--- src/rtl/cmp_arbiter.sv ---
// Round-robin arbiter that lets two requesters share one external comparator.
// Each accepted compare walks IDLE -> CMP -> RESP, so a new request can be accepted every 3 cycles.
module cmp_arbiter #(
    parameter int DW = 8
) (
    input  logic          clk,
    input  logic          rst_n,
    input  logic          req0_valid,
    input  logic          req1_valid,
    output logic          req0_ready,
    output logic          req1_ready,
    input  logic [DW-1:0] req0_a,
    input  logic [DW-1:0] req0_b,
    input  logic [DW-1:0] req1_a,
    input  logic [DW-1:0] req1_b,
    input  logic [1:0]    req0_op,
    input  logic [1:0]    req1_op,
    output logic [DW-1:0] cmp_a,
    output logic [DW-1:0] cmp_b,
    input  logic [3:0]    cmp_flags,
    output logic          rsp0_valid,
    output logic          rsp1_valid,
    output logic          rsp_result,
    output logic [3:0]    rsp_flags,
    output logic          rsp_id,
    output logic          busy,
    output logic [1:0]    dbg_state
);

    // Handshake: a request transfers on a rising edge where reqN_valid and
    // reqN_ready are both high. Ready is only ever raised in IDLE, for at most
    // one requester, and only when that requester is valid. A requester holds
    // valid and operands until it is accepted. Responses have no backpressure:
    // rspN_valid is a one-cycle strobe qualifying rsp_flags/rsp_result/rsp_id.

    typedef enum logic [1:0] {
        S_IDLE = 2'd0,
        S_CMP  = 2'd1,
        S_RESP = 2'd2
    } state_t;

    state_t        r_state;
    state_t        w_next;
    logic          r_last_grant;
    logic [DW-1:0] r_a;
    logic [DW-1:0] r_b;
    logic [1:0]    r_op;
    logic          r_id;
    logic [3:0]    r_flags;
    logic          r_result;
    logic          r_rsp_id;
    logic          w_grant_any;
    logic          w_grant_id;
    logic          w_sel_result;

    always_comb begin
        w_next      = r_state;
        w_grant_any = 1'b0;
        w_grant_id  = 1'b0;
        case (r_state)
            S_IDLE: begin
                // On a tie the requester that did not win last time goes next.
                if (req0_valid && req1_valid) begin
                    w_grant_any = 1'b1;
                    w_grant_id  = ~r_last_grant;
                end else if (req0_valid) begin
                    w_grant_any = 1'b1;
                    w_grant_id  = 1'b0;
                end else if (req1_valid) begin
                    w_grant_any = 1'b1;
                    w_grant_id  = 1'b1;
                end
                if (w_grant_any) begin
                    w_next = S_CMP;
                end
            end
            S_CMP:   w_next = S_RESP;
            S_RESP:  w_next = S_IDLE;
            default: w_next = S_IDLE;
        endcase
    end

    always_comb begin
        w_sel_result = 1'b0;
        case (r_op)
            2'b00: w_sel_result = cmp_flags[1];
            2'b01: w_sel_result = cmp_flags[0];
            2'b10: w_sel_result = cmp_flags[3];
            2'b11: w_sel_result = cmp_flags[2];
            default: w_sel_result = 1'b0;
        endcase
    end

    always_ff @(posedge clk or negedge rst_n) begin
        if (!rst_n) begin
            r_state      <= S_IDLE;
            r_last_grant <= 1'b1;
            r_a          <= '0;
            r_b          <= '0;
            r_op         <= 2'b00;
            r_id         <= 1'b0;
            r_flags      <= 4'b0000;
            r_result     <= 1'b0;
            r_rsp_id     <= 1'b0;
        end else begin
            r_state <= w_next;
            if (w_grant_any) begin
                r_last_grant <= w_grant_id;
                r_id         <= w_grant_id;
                r_a          <= w_grant_id ? req1_a  : req0_a;
                r_b          <= w_grant_id ? req1_b  : req0_b;
                r_op         <= w_grant_id ? req1_op : req0_op;
            end
            // Response fields change only on entry to RESP and hold afterwards.
            if (r_state == S_CMP) begin
                r_flags  <= cmp_flags;
                r_result <= w_sel_result;
                r_rsp_id <= r_id;
            end
        end
    end

    assign req0_ready = w_grant_any & ~w_grant_id;
    assign req1_ready = w_grant_any &  w_grant_id;
    assign cmp_a      = r_a;
    assign cmp_b      = r_b;
    assign rsp0_valid = (r_state == S_RESP) & ~r_rsp_id;
    assign rsp1_valid = (r_state == S_RESP) &  r_rsp_id;
    assign rsp_result = r_result;
    assign rsp_flags  = r_flags;
    assign rsp_id     = r_rsp_id;
    assign busy       = (r_state != S_IDLE);
    assign dbg_state  = r_state;

endmodule
--- config.mk ---
export PLATFORM = sky130hd
export DESIGN_NAME = cmp_arbiter
export DESIGN_NICKNAME = d
export VERILOG_FILES = /design/src/rtl/cmp_arbiter.sv
export SDC_FILE = /design/constraint.sdc
export NUM_CORES = 1
export LEC_CHECK = 0
export BUFFER_PORTS_ARGS = -buffer_cell sky130_fd_sc_hd__buf_2
export CAP_MARGIN = 20
export CORE_ASPECT_RATIO = 2
export CORE_MARGIN = 2
export CORE_UTILIZATION = 43
export DETAILED_ROUTE_END_ITERATION = 10
export GPL_ROUTABILITY_DRIVEN = 0
export PLACE_DENSITY = 0.79
export REMOVE_ABC_BUFFERS = 1
export SKIP_LAST_GASP = 1
export SLEW_MARGIN = 25
export SYNTH_ARGS = -nofsm -noshare
export SYNTH_HDL_FRONTEND = slang
export SYNTH_SLANG_ARGS = --single-unit
--- constraint.sdc ---
create_clock -name clk -period 1.9 [get_ports clk]
set_input_delay 0.38 -clock clk [delete_from_list [all_inputs] [get_ports clk]]
set_output_delay 0.38 -clock clk [all_outputs]
set_load 0.1 [all_outputs]
## Yosys cells after proc, flatten, opt, wreduce, memory -nomap -nowiden

Index checks and enable logic that the tools add are counted.
Widths: inputs -> output; s select.

| storage, ports and cells | value |
|---|---|
| flip-flop bits (word level) | 28 |
| output and inout port bits | 29 |

| operators by class | value |
|---|---|
| equality and inequality tests | 6 |
| muxes and demuxes | 14 |
| bitwise operators | 7 |
| reductions and logical operators | 4 |

Operators with widths:

| operator | number |
|---|---|
| $mux 8 | 2 |
| $mux 1 | 8 |
| $eq 2x2->1 const B | 3 |
| $and 1x1->1 | 4 |
| $eq 2x1->1 const B | 2 |
| $logic_not 2->1 | 2 |
| $mux 2 | 2 |
| $pmux 1 s4 | 1 |
| $pmux 2 s2 | 1 |
| $not 1->1 | 3 |
| $ne 2x1->1 const B | 1 |
| $reduce_bool 2->1 | 1 |
| $logic_and 1x1->1 | 1 |

## Logic depth before layout (Yosys ltp)

| logic depth | value |
|---|---|
| word-level depth | 6 |
| gate-level depth with buffers | 5 |
| gate-level depth less buffers | 3 |

## Worst setup path before layout

No wires, ideal clock.

| timing path | value |
|---|---|
| kind | register -> output |
| start point | register r_state[1] (netlist: dbg_state[1]) |
| end point | output rsp0_valid |
| arrival time | 3244 ps |
| required time | 1520 ps |
| setup slack | -1724 ps |
| stages on the path, launching flop included | 2 |
| buffers on the path | 0 |
| path through | dfrtp_1 nor3b_1 |

| on the way | value |
|---|---|
| longest elaborated chain between the ends | 2 |

Ends and longest elaborated chain:

| element | RTL line | RTL |
|---|---|---|
| start, declared | 42 | `state_t r_state;` |
| start signal, assigned | 106 | `r_state <= w_next;` |
| $eq 2x2->1 | 127 | `assign rsp0_valid = (r_state == S_RESP) & ~r_rsp_id;` |
| $and 1x1->1 | 127 |  |
| end, declared | 21 | `output logic rsp0_valid,` |

Every way passes these cells.

## Worst setup path in the final report

| timing path | value |
|---|---|
| start point | register r_state[1] (netlist: dbg_state[1]) |
| end point | output req0_ready |

| on the way | value |
|---|---|
| longest elaborated chain between the ends | 4 |

Ends and longest elaborated chain:

| element | RTL line | RTL |
|---|---|---|
| $logic_not 2->1 (*) | 60 | `case (r_state)` |
| $mux 1 | 60 |  |
| $not 1->1 | 123 | `assign req0_ready = w_grant_any & ~w_grant_id;` |
| $and 1x1->1 (*) | 123 |  |
| end, declared | 10 | `output logic req0_ready,` |

Every way passes the cells marked *; elsewhere a longest branch is shown, timed or not.

==> run metrics <==
xor/xnor share of the synthesized area=0%; dominant synthesized flop cell=dfrtp_1; Detail Route Antenna Nets=0; antenna violations before repair=0; WL per Instance=16.4 µm; Mapped Cells=93; largest net degree at the start of global routing=29; asr flop ratio synth=100%; post-synth top area cell=dfrtp_1; Overflow after GRT=0; post-route core utilization=62.9%; CP max-delay cell=dfrtp_1; outcome=complete, no violations; fin nets=212; Max stage delay on crit path=0.44 ns; Pre-Repair DR Iteration Count=4; clock net sink count=28; DIE AREA=3400 µm²; setup TNS=0 ns; site row count=27; CORE AREA=2770 µm²; post-CTS setup buffers=0; Worst Path Buf+Inv=2; chip height=80.5 µm; Commonest cells post-synth=dfrtp_1, a221o_2, and3_2; cts bufs inserted=3; final hold viol count=0; Area growth syn-to-layout=38.6%; Post-Synth Simple-Gate Area=13.8%; WP data required=1.52 ns; drt total wl=3.21 mm; via count=1111; Root Driver=clkbuf_8; FILL cells=231; initial cell density of the core=45.4%; Yosys warnings=0; Min-Delay Path Class=in -> async; CTS tree=yes; first-pass GRT wire length=5.15 mm; H-tree levels=1; most numerous cell in the Yosys netlist=dfrtp_1; crit path cell chain=nor2_4, buf_4, and3_1, buf_12; startpoint type of the worst setup path=flop; 1st-iter DRT viols=12; min cycle time layout=1.80 ns; Finished Layout Cells=196; Avg Cell Area, Syn=13.5 µm²; diodes inserted=0; HPWL Detailed=2.56 mm; RSZ-0062 raised after global routing=false; final setup violation count=0; Overall Global Routing Usage=19.9%; # hold bufs at CTS=0; Synth top area share=53.7%; Max Cap Viol=0; Die X-Extent=42.2 µm; DR vias/cell=5.67; Top Ports=73; measured slew at the worst slew-check pin=0.601 ns; # placed instances=192; crit end category=output port; CP arrival=1.42 ns; part of the Yosys area used for sequential elements=55.8%; vias in the first global route=1153; max-slew violations=0; Tcrit/Tclk final=94.9%; Top Family by Delay on Critical Path=flip-flops; Synth area leaders=dfrtp_1, a221o_2, and3_2, mux2_2, and3_1; kind of critical path=reg -> out; worst relative slew slack=59.9%; Post-synth EDFFs=0; share of layout cells above drive strength 1=73.7%; Synth Area in Adders=0%; Synth Register Bits=28; Synth Area in Compound Gates=18.4%; clock latency on the worst-skew pair=0.26 ns; PortBufs=72; combinational family with the most area after synthesis=compound AO/OA/AOI/OAI gates; Highest Clock Rate=0.554 GHz; library cells used by synthesis=20; cell area after synthesis=1260 µm²; drt drc=0; mux cell area share after synthesis=7.16%; clk buf depth=2; skew final=0.00134 ns; crit path max fanout=7; Clock transition at path regs=0.09 ns
[through the flow]
step	setup WS (ns)	area, µm²	hold slack (ns)
detailed placement	0.315	1680	0.430
CTS	0.0520	1740	0.128
floorplan	-1.72	1210	0.0844
global route	0.0118	1740	0.152
finish	0.0963	1740	0.112
global placement	0.383	1680	0.405
[flip-flops by register name (all words and copies together) (netlist names)]
signal	flops
cmp_a	8
cmp_b	8
rsp_flags	4
dbg_state	2
r_op	2
r_id	1
r_last_grant	1
rsp_id	1
rsp_result	1
[final timing paths]
check / startpoint / endpoint / slack, ns / cells past startpoint
max: dbg_state[1] / req0_ready / 0.1 / 4
min: rst_n / rsp_flags[2] / 0.11 / 1
min reg2reg: r_id / r_id / 0.50 / 1
max reg2reg: dbg_state[0] / cmp_b[4] / 0.31 / 5
max in group asynchronous: rst_n / cmp_a[7] / 1.39 / 1
min in group clk: req0_a[3] / cmp_a[3] / 0.34 / 2
[cell families after synthesis]
| kind of cell | count (synthesis) |
|---|---|
| AOI/OAI and AO/OA | 22 |
| buffers and inverters | 11 |
| DFF | 28 |
| muxes | 7 |
| and+or+nand+nor | 25 |
[final cells by class]
| type | instances | area [µm²] | share of cell area (%) |
|---|---|---|---|
| flip-flops and latches | 28 | 702 | 40.3 |
| multi-input cells | 54 | 503 | 28.9 |
| repair buffers | 78 | 435 | 25.0 |
| clock buffers | 4 | 55.1 | 3.16 |
| inverters | 3 | 11.3 | 0.646 |
| well taps | 29 | 36.3 | 2.08 |
[layer usage]
layer  vias to the layer above  global-route usage (%)  share of wire, %  wire (µm)
met5                         -                       0                 0          0
met4                         0                    12.5               3.8        123
met3                        10                    2.47               5.0        160
met2                        48                    37.2                57       1820
met1                       547                    19.9                34       1100
li1                        506                       -                 -          -
[worst reg2reg max path, cell delays in order, from the launching register on]
cell	delay (ns)
dfrtp_1	0.44
nor2_4	0.06
buf_4	0.16
and3_1	0.20
buf_4	0.21
a221o_2	0.41
[timing repair]
| action | 4_1_cts | 5_1_grt |
|---|---|---|
| endpoints found under the hold margin | 0 | 0 |
| setup endpoints to repair | 1 | 1 |
| resized for setup | 1 | 1 |
[layout by cell type (no fill, tap or decap), drive strengths merged]
cell type,count
mux2,6
o21ai,1
dfstp,1
mux4,1
clkbuf,4
inv,3
buf,78
and3b,1
and3,19
a21boi,1
nor3b,1
nand2b,2
and2,1
dfrtp,27
nor2,1
a21o,2
a221o,18
Power is left out: the tool's default activity adds up to more than one toggle a clock period on the data nets, which glitch-free logic cannot reach.
